`src/rtl/i2s_capture_writer_if.sv`:
```
// ============================================================================
//  Module      : i2s_capture_writer_if
//  Description : SDRAM arbiter word-write port (request/acknowledge, 64-bit).
//  Revision    : 1.0  initial release
// ============================================================================
`default_nettype none

interface i2s_capture_writer_if;
    logic        sdram_wr;
    logic [22:0] sdram_addr;
    logic [63:0] sdram_data;
    logic        sdram_ac;

    // Capture writer drives the request, arbiter answers with a one-cycle ack
    modport master (
        output sdram_wr,
        output sdram_addr,
        output sdram_data,
        input  sdram_ac
    );

    modport slave (
        input  sdram_wr,
        input  sdram_addr,
        input  sdram_data,
        output sdram_ac
    );
endinterface

`default_nettype wire

```
`src/rtl/i2s_capture_writer.sv`:
```
// ============================================================================
//  Module      : i2s_capture_writer
//  Description : I2S ADC capture (codec is bus master) into an SDRAM ring.
//                Deserialises stereo samples, packs two frames per 64-bit
//                word, double-buffers words and writes them through a
//                request/acknowledge port.
//  Revision    : 1.0  initial release
// ============================================================================
`default_nettype none

module i2s_capture_writer #(
    parameter logic [22:0] BASE_ADDR   = 23'h400000,
    parameter logic [22:0] DEPTH_WORDS = 23'h100000,
    parameter int          SAMPLE_BITS = 16
) (
    input  wire logic               Clk50,
    input  wire logic               reset_n,
    input  wire logic               enable,
    input  wire logic               LRClk,
    input  wire logic               SClk,
    input  wire logic               Din,
    i2s_capture_writer_if.master    sdram,
    output logic                    sample_valid,
    output logic [15:0]             left_sample,
    output logic [15:0]             right_sample,
    output logic                    overrun,
    output logic                    busy
);

    localparam logic [22:0] c_LAST_ADDR   = BASE_ADDR + DEPTH_WORDS - 23'd1;
    localparam logic [4:0]  c_SAMPLE_BITS = 5'(SAMPLE_BITS);

    typedef enum logic [0:0] {DS_HUNT, DS_CAPTURE} ds_state_t;
    typedef enum logic [0:0] {WR_IDLE, WR_REQ}     wr_state_t;

    // ------------------------------------------------------------------
    // Codec pin synchronisers and bit-clock edge detect
    // ------------------------------------------------------------------
    logic r_lrclk_meta, r_lrclk_sync;
    logic r_sclk_meta,  r_sclk_sync, r_sclk_prev;
    logic r_din_meta,   r_din_sync;
    logic w_tick;

    // Two-flop synchronisers plus a delayed SClk copy for edge detection
    always_ff @(posedge Clk50 or negedge reset_n) begin
        if (!reset_n) begin
            r_lrclk_meta <= 1'b0;
            r_lrclk_sync <= 1'b0;
            r_sclk_meta  <= 1'b0;
            r_sclk_sync  <= 1'b0;
            r_sclk_prev  <= 1'b0;
            r_din_meta   <= 1'b0;
            r_din_sync   <= 1'b0;
        end else begin
            r_lrclk_meta <= LRClk;
            r_lrclk_sync <= r_lrclk_meta;
            r_sclk_meta  <= SClk;
            r_sclk_sync  <= r_sclk_meta;
            r_sclk_prev  <= r_sclk_sync;
            r_din_meta   <= Din;
            r_din_sync   <= r_din_meta;
        end
    end

    assign w_tick = r_sclk_sync & ~r_sclk_prev;

    // ------------------------------------------------------------------
    // Deserialiser
    // ------------------------------------------------------------------
    ds_state_t              r_ds_state, w_ds_state_nxt;
    logic                   r_lr_prev;
    logic [4:0]             r_bitcnt;
    logic [4:0]             w_bitcnt_nxt;
    logic [SAMPLE_BITS-1:0] r_shift;
    logic [SAMPLE_BITS-1:0] w_shift_nxt;
    logic [15:0]            w_sample16;
    logic                   w_cap_tick, w_shift_en, w_latch, w_frame_done;
    logic [15:0]            r_left_hold;

    // Deserialiser state register
    always_ff @(posedge Clk50 or negedge reset_n) begin
        if (!reset_n) r_ds_state <= DS_HUNT;
        else          r_ds_state <= w_ds_state_nxt;
    end

    // Hunt for the left-slot start (sampled LRClk 1->0); enable low forces a re-hunt
    always_comb begin
        w_ds_state_nxt = r_ds_state;
        if (!enable) begin
            w_ds_state_nxt = DS_HUNT;
        end else if (w_tick && (r_ds_state == DS_HUNT) && r_lr_prev && !r_lrclk_sync) begin
            w_ds_state_nxt = DS_CAPTURE;
        end
    end

    // The tick where LRClk changes is the I2S delay bit, so the count restarts at 0
    assign w_bitcnt_nxt = (r_lrclk_sync != r_lr_prev) ? 5'd0 :
                          (r_bitcnt == 5'd31)         ? 5'd31 : r_bitcnt + 5'd1;
    assign w_cap_tick   = w_tick && enable && (r_ds_state == DS_CAPTURE);
    assign w_shift_en   = w_cap_tick && (w_bitcnt_nxt != 5'd0) && (w_bitcnt_nxt <= c_SAMPLE_BITS);
    assign w_latch      = w_cap_tick && (w_bitcnt_nxt == c_SAMPLE_BITS);
    assign w_frame_done = w_latch && r_lrclk_sync;
    assign w_shift_nxt  = SAMPLE_BITS'({r_shift, r_din_sync});

    // Samples are left-justified in a 16-bit field
    generate
        if (SAMPLE_BITS >= 16) begin : g_wide_sample
            assign w_sample16 = w_shift_nxt[SAMPLE_BITS-1 -: 16];
        end else begin : g_narrow_sample
            assign w_sample16 = {w_shift_nxt, {(16-SAMPLE_BITS){1'b0}}};
        end
    endgenerate

    // Bit counter, LRClk history and channel shift register
    always_ff @(posedge Clk50 or negedge reset_n) begin
        if (!reset_n) begin
            r_lr_prev <= 1'b0;
            r_bitcnt  <= 5'd0;
            r_shift   <= '0;
        end else begin
            if (w_tick) r_lr_prev <= r_lrclk_sync;
            if (w_cap_tick)
                r_bitcnt <= w_bitcnt_nxt;
            else if (w_ds_state_nxt == DS_CAPTURE && r_ds_state == DS_HUNT)
                r_bitcnt <= 5'd0;
            if (w_shift_en) r_shift <= w_shift_nxt;
        end
    end

    // Sample latches and the per-frame monitor outputs
    always_ff @(posedge Clk50 or negedge reset_n) begin
        if (!reset_n) begin
            r_left_hold  <= 16'd0;
            left_sample  <= 16'd0;
            right_sample <= 16'd0;
            sample_valid <= 1'b0;
        end else begin
            sample_valid <= 1'b0;
            if (w_latch && !r_lrclk_sync) r_left_hold <= w_sample16;
            if (w_frame_done) begin
                left_sample  <= r_left_hold;
                right_sample <= w_sample16;
                sample_valid <= 1'b1;
            end
        end
    end

    // ------------------------------------------------------------------
    // Frame packer: frame 0 in the low half, frame 1 completes the word
    // ------------------------------------------------------------------
    logic        r_pack_idx;
    logic [31:0] r_pack_lo;
    logic        w_word_done;
    logic [63:0] w_word;

    assign w_word_done = w_frame_done && r_pack_idx;
    assign w_word      = {w_sample16, r_left_hold, r_pack_lo};

    // Collect the first frame of a word; disabling discards a half word
    always_ff @(posedge Clk50 or negedge reset_n) begin
        if (!reset_n) begin
            r_pack_idx <= 1'b0;
            r_pack_lo  <= 32'd0;
        end else if (!enable) begin
            r_pack_idx <= 1'b0;
            r_pack_lo  <= 32'd0;
        end else if (w_frame_done) begin
            if (!r_pack_idx) r_pack_lo <= {w_sample16, r_left_hold};
            r_pack_idx <= ~r_pack_idx;
        end
    end

    // ------------------------------------------------------------------
    // Two-entry word buffer and write handshake
    // ------------------------------------------------------------------
    wr_state_t   r_wr_state, w_wr_state_nxt;
    logic        r_full_a, r_full_b, r_oldest_b, r_sel_b;
    logic [63:0] r_data_a, r_data_b;
    logic [63:0] r_wdata;
    logic [22:0] r_addr;
    logic        w_load, w_ack_done, w_pick_b, w_keep_a, w_keep_b;

    // Serve B only when it is the sole full entry or the older of two
    assign w_pick_b = r_full_b && (!r_full_a || r_oldest_b);
    // An entry being acknowledged this cycle already counts as free
    assign w_keep_a = r_full_a && !(w_ack_done && !r_sel_b);
    assign w_keep_b = r_full_b && !(w_ack_done &&  r_sel_b);

    // Write FSM state register
    always_ff @(posedge Clk50 or negedge reset_n) begin
        if (!reset_n) r_wr_state <= WR_IDLE;
        else          r_wr_state <= w_wr_state_nxt;
    end

    // Issue a request for the oldest full entry; finish on acknowledge
    always_comb begin
        w_wr_state_nxt = r_wr_state;
        w_load         = 1'b0;
        w_ack_done     = 1'b0;
        case (r_wr_state)
            WR_IDLE: begin
                if (r_full_a || r_full_b) begin
                    w_wr_state_nxt = WR_REQ;
                    w_load         = 1'b1;
                end
            end
            WR_REQ: begin
                if (sdram.sdram_ac) begin
                    w_wr_state_nxt = WR_IDLE;
                    w_ack_done     = 1'b1;
                end
            end
            default: w_wr_state_nxt = WR_IDLE;
        endcase
    end

    // Buffer entries, age tracking, overrun flag, request data and ring address
    always_ff @(posedge Clk50 or negedge reset_n) begin
        if (!reset_n) begin
            r_full_a   <= 1'b0;
            r_full_b   <= 1'b0;
            r_oldest_b <= 1'b0;
            r_sel_b    <= 1'b0;
            r_data_a   <= 64'd0;
            r_data_b   <= 64'd0;
            r_wdata    <= 64'd0;
            r_addr     <= BASE_ADDR;
            overrun    <= 1'b0;
        end else begin
            if (w_load) begin
                r_wdata <= w_pick_b ? r_data_b : r_data_a;
                r_sel_b <= w_pick_b;
            end
            if (w_ack_done) begin
                if (r_sel_b) begin
                    r_full_b   <= 1'b0;
                    r_oldest_b <= 1'b0;
                end else begin
                    r_full_a   <= 1'b0;
                    r_oldest_b <= 1'b1;
                end
                r_addr <= (r_addr == c_LAST_ADDR) ? BASE_ADDR : r_addr + 23'd1;
            end
            if (w_word_done) begin
                if (!w_keep_a) begin
                    r_full_a   <= 1'b1;
                    r_data_a   <= w_word;
                    r_oldest_b <= w_keep_b;
                end else if (!w_keep_b) begin
                    r_full_b   <= 1'b1;
                    r_data_b   <= w_word;
                    r_oldest_b <= 1'b0;
                end else begin
                    overrun <= 1'b1;
                end
            end
        end
    end

    assign sdram.sdram_wr   = (r_wr_state == WR_REQ);
    assign sdram.sdram_addr = r_addr;
    assign sdram.sdram_data = r_wdata;
    assign busy             = r_full_a | r_full_b | (r_wr_state == WR_REQ);

endmodule

`default_nettype wire

```
`src/flat_wrapper.sv`:
```
// flat-port wrapper written by rule: the top's interface ports become plain ports
module i2s_capture_writer_flat 
#(
    parameter logic [22:0] BASE_ADDR   = 23'h400000,
    parameter logic [22:0] DEPTH_WORDS = 23'h100000,
    parameter int          SAMPLE_BITS = 16
)
  (Clk50, reset_n, enable, LRClk, SClk, Din, sample_valid, left_sample, right_sample, overrun, busy, sdram_sdram_wr, sdram_sdram_addr, sdram_sdram_data, sdram_sdram_ac);
  i2s_capture_writer_if sdram_i ();
  input  wire logic Clk50;
  input  wire logic reset_n;
  input  wire logic enable;
  input  wire logic LRClk;
  input  wire logic SClk;
  input  wire logic Din;
  output logic sample_valid;
  output logic [15:0] left_sample;
  output logic [15:0] right_sample;
  output logic overrun;
  output logic busy;
  output wire logic [$bits(sdram_i.sdram_wr)-1:0] sdram_sdram_wr;
  output wire logic [$bits(sdram_i.sdram_addr)-1:0] sdram_sdram_addr;
  output wire logic [$bits(sdram_i.sdram_data)-1:0] sdram_sdram_data;
  input wire logic [$bits(sdram_i.sdram_ac)-1:0] sdram_sdram_ac;
  assign sdram_sdram_wr = sdram_i.sdram_wr;
  assign sdram_sdram_addr = sdram_i.sdram_addr;
  assign sdram_sdram_data = sdram_i.sdram_data;
  assign sdram_i.sdram_ac = sdram_sdram_ac;
  i2s_capture_writer #(.BASE_ADDR(BASE_ADDR), .DEPTH_WORDS(DEPTH_WORDS), .SAMPLE_BITS(SAMPLE_BITS)) u_core (.Clk50(Clk50), .reset_n(reset_n), .enable(enable), .LRClk(LRClk), .SClk(SClk), .Din(Din), .sdram(sdram_i), .sample_valid(sample_valid), .left_sample(left_sample), .right_sample(right_sample), .overrun(overrun), .busy(busy));
endmodule
```
`config.mk`:
```
export PLATFORM = sky130hd
export DESIGN_NAME = i2s_capture_writer_flat
export DESIGN_NICKNAME = d
export VERILOG_FILES = /design/src/rtl/i2s_capture_writer_if.sv /design/src/rtl/i2s_capture_writer.sv /design/src/flat_wrapper.sv
export SDC_FILE = /design/constraint.sdc
export NUM_CORES = 1
export LEC_CHECK = 0
export BUFFER_PORTS_ARGS = -buffer_cell sky130_fd_sc_hd__buf_2
export CAP_MARGIN = 25
export CORE_ASPECT_RATIO = 0.6
export CORE_MARGIN = 2
export CORE_UTILIZATION = 59
export CTS_CLUSTER_SIZE = 14
export DETAILED_ROUTE_END_ITERATION = 12
export PLACE_DENSITY = 0.75
export SETUP_SLACK_MARGIN = 0.15
export SLEW_MARGIN = 10
export SYNTH_ARGS = -nofsm -noshare
export SYNTH_HDL_FRONTEND = slang
export SYNTH_SLANG_ARGS = --single-unit
```
`constraint.sdc`:
```
create_clock -name Clk50 -period 2.5 [get_ports Clk50]
set_clock_uncertainty 0.05 [all_clocks]
set_input_delay 0.5 -clock Clk50 [delete_from_list [all_inputs] [get_ports Clk50]]
set_output_delay 0.5 -clock Clk50 [all_outputs]
set_load 0.005 [all_outputs]
```
### Word-level counts from Yosys, hierarchy flattened

Index checks and enable logic that the tools add are counted.

* $add $sub $neg: 2
* $lt $le $gt $ge: 1
* equality and inequality tests: 6
* muxes and demuxes: 34
* bitwise logic cells: 9
* reduce and logical (&&, ||, !) cells: 30

Operator list (number)
* 32-bit two-way mux: 3
* 64-bit two-way mux: 1
* 1-bit two-way mux: 24
* 23-bit by 1-bit adder with 23-bit output (second input constant): 1
* 23-bit equality test (second input constant): 1
* 23-bit two-way mux: 1
* 5-bit two-way mux: 4
* 1-bit logical AND: 17
* 5-bit equality test (second input constant): 2
* 1-bit inverter: 6
* 3-bit AND reduction: 2
* 5-bit by 1-bit adder with 5-bit output (second input constant): 1
* 5-bit <= comparator (second input constant): 1
* 1-bit logical NOT: 5
* 5-bit nonzero test: 1
* 2-bit AND reduction: 2
* 1-bit logical OR: 2
* 2-bit by 1-bit inequality test with 1-bit output (second input constant): 1
* 2-bit inequality test (second input constant): 1
* 1-bit bitwise OR: 2
* 1-bit case mux with 2 select lines: 1
* 2-bit nonzero test: 1
* 1-bit bitwise AND: 1
* 1-bit inequality test: 1

* flip-flop bits (word level): 332
* input port bits: 7
* word-level logic and storage cells: 109

### Longest topological paths before layout

Gate-level depths: netlist (run 1).

* word-level depth: 10
* depth in mapped cells: 9
* mapped depth without buffers: 6

### Least setup slack after synthesis (run 1)

OpenSTA, ideal clock, no wires.

* path type: reg-to-reg
* start point: reg u_core.r_bitcnt[0]
* end point: reg u_core.r_shift[10]
* arrival time: 2.136 ns
* path slack: 0.189 ns
* stages on the path, launching flop included: 8
* cells stage by stage: dfrtp_1 ha_1 a21boi_0 a41o_1 o211a_1 mux2i_2 buf_4 mux2_2

* word-level cells in the longest chain between the ends: 6
* elaborated cells between the ends (all ways): 8
* those cells by class: add/sub (1); order compare (1); eq/ne (1); mux (2); reduce/logical (3)

RTL lines
* start, declared: line i2s_capture_writer.sv:72 `logic [4:0] r_bitcnt;`
* start signal, assigned: line i2s_capture_writer.sv:123 `r_bitcnt <= w_bitcnt_nxt;`
* 5-bit by 1-bit adder with 5-bit output or 5-bit equality test (tied branches): line i2s_capture_writer.sv:98 `(r_bitcnt == 5'd31) ? 5'd31 : r_bitcnt + 5'd1;`
* 5-bit two-way mux *: line i2s_capture_writer.sv:98
* 5-bit two-way mux *: line i2s_capture_writer.sv:97 `assign w_bitcnt_nxt = (r_lrclk_sync != r_lr_prev) ? 5'd0 :`
* parallel branches: the longest is 2 deep, another holds 5-bit <= comparator
* 1-bit logical AND *: line i2s_capture_writer.sv:100 `assign w_shift_en = w_cap_tick && (w_bitcnt_nxt != 5'd0) && (w_bitcnt_nxt <= c_SAMPLE_BITS);`
* end signal, assigned: line i2s_capture_writer.sv:126 `if (w_shift_en) r_shift <= w_shift_nxt;`
* end, declared: line i2s_capture_writer.sv:74 `logic [SAMPLE_BITS-1:0] r_shift;`

Every way passes the cells marked *.
A chain may end at the register's enable or synchronous reset.

### Final worst setup path (run 1)

* start point: reg u_core.r_bitcnt[1]
* end point: reg u_core.r_data_a[33]

* word-level cells in the longest chain between the ends: 8
* elaborated cells between the ends (all ways): 9
* those cells by class: add/sub (1); eq/ne (2); mux (2); reduce/logical (4)

RTL lines
* 5-bit by 1-bit adder with 5-bit output or 5-bit equality test (tied branches): line i2s_capture_writer.sv:98
* 5-bit two-way mux *: line i2s_capture_writer.sv:98
* 5-bit two-way mux *: line i2s_capture_writer.sv:97
* 5-bit equality test *: line i2s_capture_writer.sv:101 `assign w_latch = w_cap_tick && (w_bitcnt_nxt == c_SAMPLE_BITS);`
* 1-bit logical AND *: line i2s_capture_writer.sv:101
* 1-bit logical AND *: line i2s_capture_writer.sv:102 `assign w_frame_done = w_latch && r_lrclk_sync;`
* 1-bit logical AND *: line i2s_capture_writer.sv:156 `assign w_word_done = w_frame_done && r_pack_idx;`
* 2-bit AND reduction (no source line) *
* end signal, assigned: line i2s_capture_writer.sv:247 `r_data_a <= w_word;`
* end, declared: line i2s_capture_writer.sv:178 `logic [63:0] r_data_a, r_data_b;`

Mark *: on every way between the ends. The rest lies on a longest branch, timed or not.

==> metrics, run 1 <==
Post-synth EDFFs=0; Area Growth Syn to Fin=16.9%; Worst path depth=9; R2R Setup Slk=180 ps; Leakage=8.89 nW; setup violators final=0; Tmin final=2320 ps; Slowest-stage cell, CP=dfrtp_2; mux contribution to synthesized area=24.4%; clk root buf=clkbuf_16; slew margin rel.=53.2%; crit-path leading delay family=compound AO/OA/AOI/OAI gates; # DRC=0; largest family of logic cells by synthesized area=multiplexers; CTS buffer count=29; # port buffers=129; Mapped Nets=1026; post-synthesis compound-gate area fraction=4.26%; CP endpoint=u_core.r_data_a[33]; kind of critical path=flip-flop to flip-flop; Final period util=92.8%; Worst Setup Start Kind=flip-flop; GRT Total Usage=24.1%; RSZ-0062 raised after global routing=false; # IOs=130; met2 GRT Util=36.1%; HP Class=primary input to flip-flop; simple-gate area share of the yosys netlist=7.04%; initial antenna violation count=0; Max FO, Critical Path=11; peak supply drop=0.459 mV; gpl congestion=0.769; Final #Nets=1179; status=completed; crit path from=u_core.r_bitcnt[1]; worst reg2reg path depth=9; CP Data Arrival Time=2690 ps; Hold Fails Final Rpt=0; Post-Syn Area=0.0137 mm^2; async set-reset flop share out of synthesis=100%; fraction of layout cells with a size suffix above 1=29.7%; DR pass1 iterations=5; chip width=201 um; WL/cell=20.2 um; Clock Pin Slew Worst Setup and Hold Paths=70 ps; setup TNS=0 ps; CP Cell Sequence=ha_4 > a21boi_2 > a41o_1 > o2111a_2 > buf_6 > nand3_4 > buf_12 > clkbuf_16 > mux2_4; met3 usage=3.64%; antenna cell count=0; Slew Viols, Final=0; chip height=122 um; worst flop-to-flop path startpoint=u_core.r_bitcnt[1]; largest net degree at the start of global routing=78; grt peak-use layer=met1; first-pass GRT wire length=46400 um; Sink Count=332; MaxCap Viol Count=0; Buf+Inv Stages, Crit Path=3; syn avg cell area=13.5 um^2; Post-Synth Adder-Cell Area=0.183%; Fmax=431 MHz; yosys warns=0; Synth area leader=dfrtp_1; Crit. End Element=flip-flop; Seq/Total Area, Yosys=60.7%; non-filler cells, final=1504; Reg-to-Reg End=u_core.r_data_a[33]; Power Dens Cells=614 mW/mm^2; Core Area=0.0229 mm^2; via count=8417; largest cells by area after synthesis=dfrtp_1 61%, mux2i_1 7.0%, mux2_2 5.9%; initial DRC count=417; Worst Path Required=2870 ps; post-DP HPWL=18700 um; H-tree Lvls=1; Worst path max stage delay=450 ps; post-synthesis xor/xnor area fraction=1.09%; Row Count=43; DIE AREA=0.0245 mm^2; CTS tree=built; grt ovf=0; Mapped Cells=1017; share of the synthesized area in the top cell type=60.5%; deepest clock path buffer count=3; vias in the first global route=8246; post-route ant nets=0; Routed WL=30300 um; register bit total from synthesis=332; Hold WS=25.9 ps; Clock Latency Late Sink=530 ps; Yosys cell types=48; grt met1 use=38.1%; Worst-Margin Slew=701 ps; Tot Pwr=9.81 mW; Via density=5.60; Starting Density=59.7%; Synth Flop Type=dfrtp_1; dpl cells=1437
-- worst min path at each step --
stage	start	end	slack, ps	cells after the start
6_report	Din	u_core.r_din_meta	30	1
5_1_grt	Din	u_core.r_din_meta	2	1
4_1_cts	Din	u_core.r_din_meta	10	1
3_5_place_dp	u_core.r_din_meta	u_core.r_din_sync	290	0
3_3_place_gp	u_core.r_din_meta	u_core.r_din_sync	280	0
2_1_floorplan	reset_n	u_core.left_sample[0]	150	0
-- metal layers --
layer / share of wire, % / wire length, um
met1: 50 / 15300
met2: 44 / 13400
met3: 4.1 / 1240
met4: 1.4 / 426
met5: 0 / 0
-- state kept, by name, summed over array words and instances, names as in the netlist, 5 cells and up --
name / flops
u_core.left_sample: 16
u_core.r_data_b: 64
u_core.r_data_a: 64
u_core.r_left_hold: 16
u_core.r_pack_lo: 32
u_core.sdram.sdram_addr: 23
u_core.r_shift: 15
u_core.right_sample: 16
u_core.r_bitcnt: 5
u_core.sdram.sdram_data: 64
-- repair_timing --
action / in CTS / in global routing
hold endpoints to repair: 46 / 0
gates cloned: 0 / 8
hold buffers: 1 / 0
buffers inserted: 0 / 8
endpoints found under the setup margin: 111 / 201
pin swaps: 1 / 3
gates resized for setup: 2 / 15
-- cell type report --
type                    count  area, um^2
repair buffers            176        1260
flip-flops and latches    332        8310
fillers                  1652        6930
multi-input cells         624        5120
inverters                   7        26.3
well taps                 315         394
clock buffers              47         833
clock inverters             3        40.0
-- per-stage QoR --
step	instance area, um^2	utilization [%]	worst slack [ps]
6_report	16000	69.8	179
5_1_grt	16000	69.8	130
4_1_cts	15700	68.4	112
3_5_place_dp	14800	64.5	114
3_3_place_gp	14800	64.5	146
2_1_floorplan	13700	-	189
-- report_power, final --
part	internal, mW	leakage (nW)	switching, mW
registers	5.38	4.61	0.0177
clock network	2.36	0.425	1.87
logic	0.0416	3.85	0.140
total	7.79	8.89	2.03
-- kinds of logic after synthesis --
| kind of cell | after synthesis |
|---|---|
| xor gates and xnor gates | 17 |
| DFF | 332 |
| and+or+nand+nor | 214 |
| buffers and inverters | 61 |
| AOI/OAI and AO/OA | 102 |
| adders and majority gates | 2 |
| muxes | 289 |
-- cells in the mapped netlist, types with 4 or more instances --
cell        n
and4_1      4
clkbuf_1   24
buf_4       4
nand3_1     7
nand4_1     7
mux2_4     54
buf_2      19
nor2_1     17
o21ai_0    74
a31oi_1     6
a21oi_1     6
nor3_1      4
nor2b_1     5
inv_1       7
mux2_1     66
xnor2_1    13
dfrtp_1   331
and3_1      4
nand2_1   150
buf_6       6
xor2_1      4
mux2_2     72
mux2i_1    96
-- cells in the final DEF (no fill, tap or decap), drive strengths merged, types with 4 or more instances in the layout --
cell type	instances
dfrtp	331
mux2	192
clkbuf	53
nor2b	5
a21oi	6
inv	7
o21ai	74
and4	4
nand3	9
and3	4
xnor2	13
mux2i	97
nor2	17
xor2	4
nor3	4
nand2	150
nand4	7
buf	169
a31oi	6
Note: power is estimated with default switching activity, not from simulation.
==> inputs of run 2 (changes only) <==
--- a/config.mk
+++ b/config.mk
@@ -10,8 +10,8 @@
 export CORE_ASPECT_RATIO = 0.6
 export CORE_MARGIN = 2
-export CORE_UTILIZATION = 59
+export CORE_UTILIZATION = 64
 export CTS_CLUSTER_SIZE = 14
 export DETAILED_ROUTE_END_ITERATION = 12
-export PLACE_DENSITY = 0.75
+export PLACE_DENSITY = 0.81
 export SETUP_SLACK_MARGIN = 0.15
 export SLEW_MARGIN = 10
==> constraint.sdc (replaced) <==
create_clock -name Clk50 -period 2.9 [get_ports Clk50]
set_clock_uncertainty 0.05 [all_clocks]
set_input_delay 0.145 -clock Clk50 [delete_from_list [all_inputs] [get_ports Clk50]]
set_output_delay 0.145 -clock Clk50 [all_outputs]
set_load 0.005 [all_outputs]
==> metrics, run 2 (synthesis results as in run 1) <==
status=completed; Tmin final=2620 ps; MaxCap Viol Count=0; deepest clock path buffer count=3; Routed WL=28700 um; grt ovf=0; Reg power frac=52.8%; Worst Setup Start Kind=flip-flop; initial antenna violation count=2; logic gate share of total power=1.7%; Hold WS=105 ps; Reg-to-Reg End=u_core.r_left_hold[9]; HP Class=primary input to async pin; clk root buf=clkbuf_16; CTS tree=built; Max FO, Critical Path=16; setup violators final=0; Worst-Margin Slew=894 ps; GRT Total Usage=26.4%; Placed Area=0.0147 mm^2; first-pass GRT wire length=46200 um; gpl congestion=0.901; Fillers=1354; chip height=117 um; initial DRC count=602; Via density=5.72; DIE AREA=0.0226 mm^2; Clock Latency Late Sink=550 ps; largest net degree at the start of global routing=99; most frequent cells in the layout=331 x dfrtp_1, 150 x nand2_1, 128 x buf_2, 96 x mux2i_1, 73 x o21ai_0; Row Count=41; CP Data Arrival Time=3000 ps; Multi-input gate area=0.00509 mm^2; Crit. End Element=flip-flop; Worst Path Required=3280 ps; # DRC=0; peak supply drop=0.459 mV; Tot Pwr=8.82 mW; Final #Nets=1165; P_sw=1.77 mW; Area Growth Syn to Fin=15.5%; chip width=193 um; switching share of power=20.1%; Power Dens Cells=558 mW/mm^2; Leakage=8.82 nW; Final period util=90.3%; commonest non-fill, non-tap cell in the layout=dfrtp_1; Starting Density=65.2%; WL/cell=19.7 um; via count=8331; worst flop-to-flop path startpoint=u_core.r_bitcnt[0]; Fmax=382 MHz; kind of critical path=flip-flop to flip-flop; worst reg2reg path depth=6; clock network fraction of total power=45.5%; post-DP HPWL=18900 um; Core Area=0.0210 mm^2; design area=0.0158 mm^2; vias in the first global route=8292; DR pass1 iterations=5; setup TNS=0 ps; slew margin rel.=40.2%; Hold Fails Final Rpt=0; post-route ant nets=0; Pint=7.05 mW; antenna cell count=0; # port buffers=129; flip-flop and latch area=0.00831 mm^2; CTS buffer count=30; RSZ-0062 raised after global routing=false; Slew Viols, Final=0; Clock Pin Slew Worst Setup and Hold Paths=60 ps; H-tree Lvls=1; R2R Setup Slk=280 ps; # IOs=130; Sink Count=332; fraction of layout cells with a size suffix above 1=28.8%
-- run 2: cell count changes in the layout (fill, tap and decap cells not counted), sizes merged --
cell	change
buf	-13
bufinv	+1
clkbuf	-6
clkinv	+2
dlygate4sd3	+4
-- run 2: worst max-delay path, cell delays in order, from the launching register on --
cell and delay [ps]:
dfrtp_1 420, ha_1 280, a21boi_0 110, a41o_1 290, o211a_1 190, o211ai_2 720
mux2_2 440
-- run 2: repair_timing --
| item | CTS | global route |
|---|---|---|
| setup endpoints to repair | 0 | 119 |
| buffers inserted | 0 | 3 |
| endpoints found under the hold margin | 68 | 0 |
| hold buffers | 5 | 0 |
| gates resized for setup | 0 | 2 |
-- run 2: worst max path at each step --
stage / startpoint / to / slack [ps] / depth (start not counted)
floorplan: u_core.r_bitcnt[0] / u_core.r_shift[10] / 590 / 7
global route: u_core.r_bitcnt[0] / u_core.r_left_hold[9] / 190 / 6
CTS: u_core.r_bitcnt[0] / u_core.r_data_b[15] / 190 / 7
detailed placement: u_core.r_bitcnt[0] / u_core.r_data_b[21] / 300 / 7
global placement: u_core.r_bitcnt[0] / u_core.r_data_b[9] / 420 / 7
finish: u_core.r_bitcnt[0] / u_core.r_left_hold[9] / 280 / 6
-- run 2: cell type report --
type	count	area share, %
Sequential cell	332	52.6
Multi-Input combinational cell	624	32.2
Timing Repair Buffer	161	6.41
Clock buffer	47	5.92
Tap cell	279	2.21
Clock inverter	6	0.507
Inverter	7	0.166
-- run 2: layer usage --
layer / share of wire [%] / GRT usage [%] / vias to the layer above / wire length [um]
met5: 0 / 0 / - / 0
met4: 1.6 / 4.99 / 0 / 450
met3: 4.6 / 4.05 / 45 / 1330
met2: 43 / 38.8 / 199 / 12400
met1: 50 / 42.2 / 4264 / 14400
li1: - / - / 3823 / -
-- run 2: through the flow --
step                      util (%)  cells  worst slack, ps
after detailed placement      70.1   1395              299
final                         75.3   1456              282
after CTS                     75.2   1453              188
after global routing          75.3   1456              191
after global placement        70.1   1395              420
after floorplan                  -   1017              589
-- run 2: power by group through the flow --
stage	Clock [mW]	Sequential [mW]	Combinational, mW
6_report	4.02	4.66	0.147
5_1_grt	4.31	4.65	0.171
4_1_cts	4.08	4.65	0.153
3_5_place_dp	0	4.74	0.147
3_3_place_gp	0	4.74	0.146
2_1_floorplan	0	4.74	0.0347
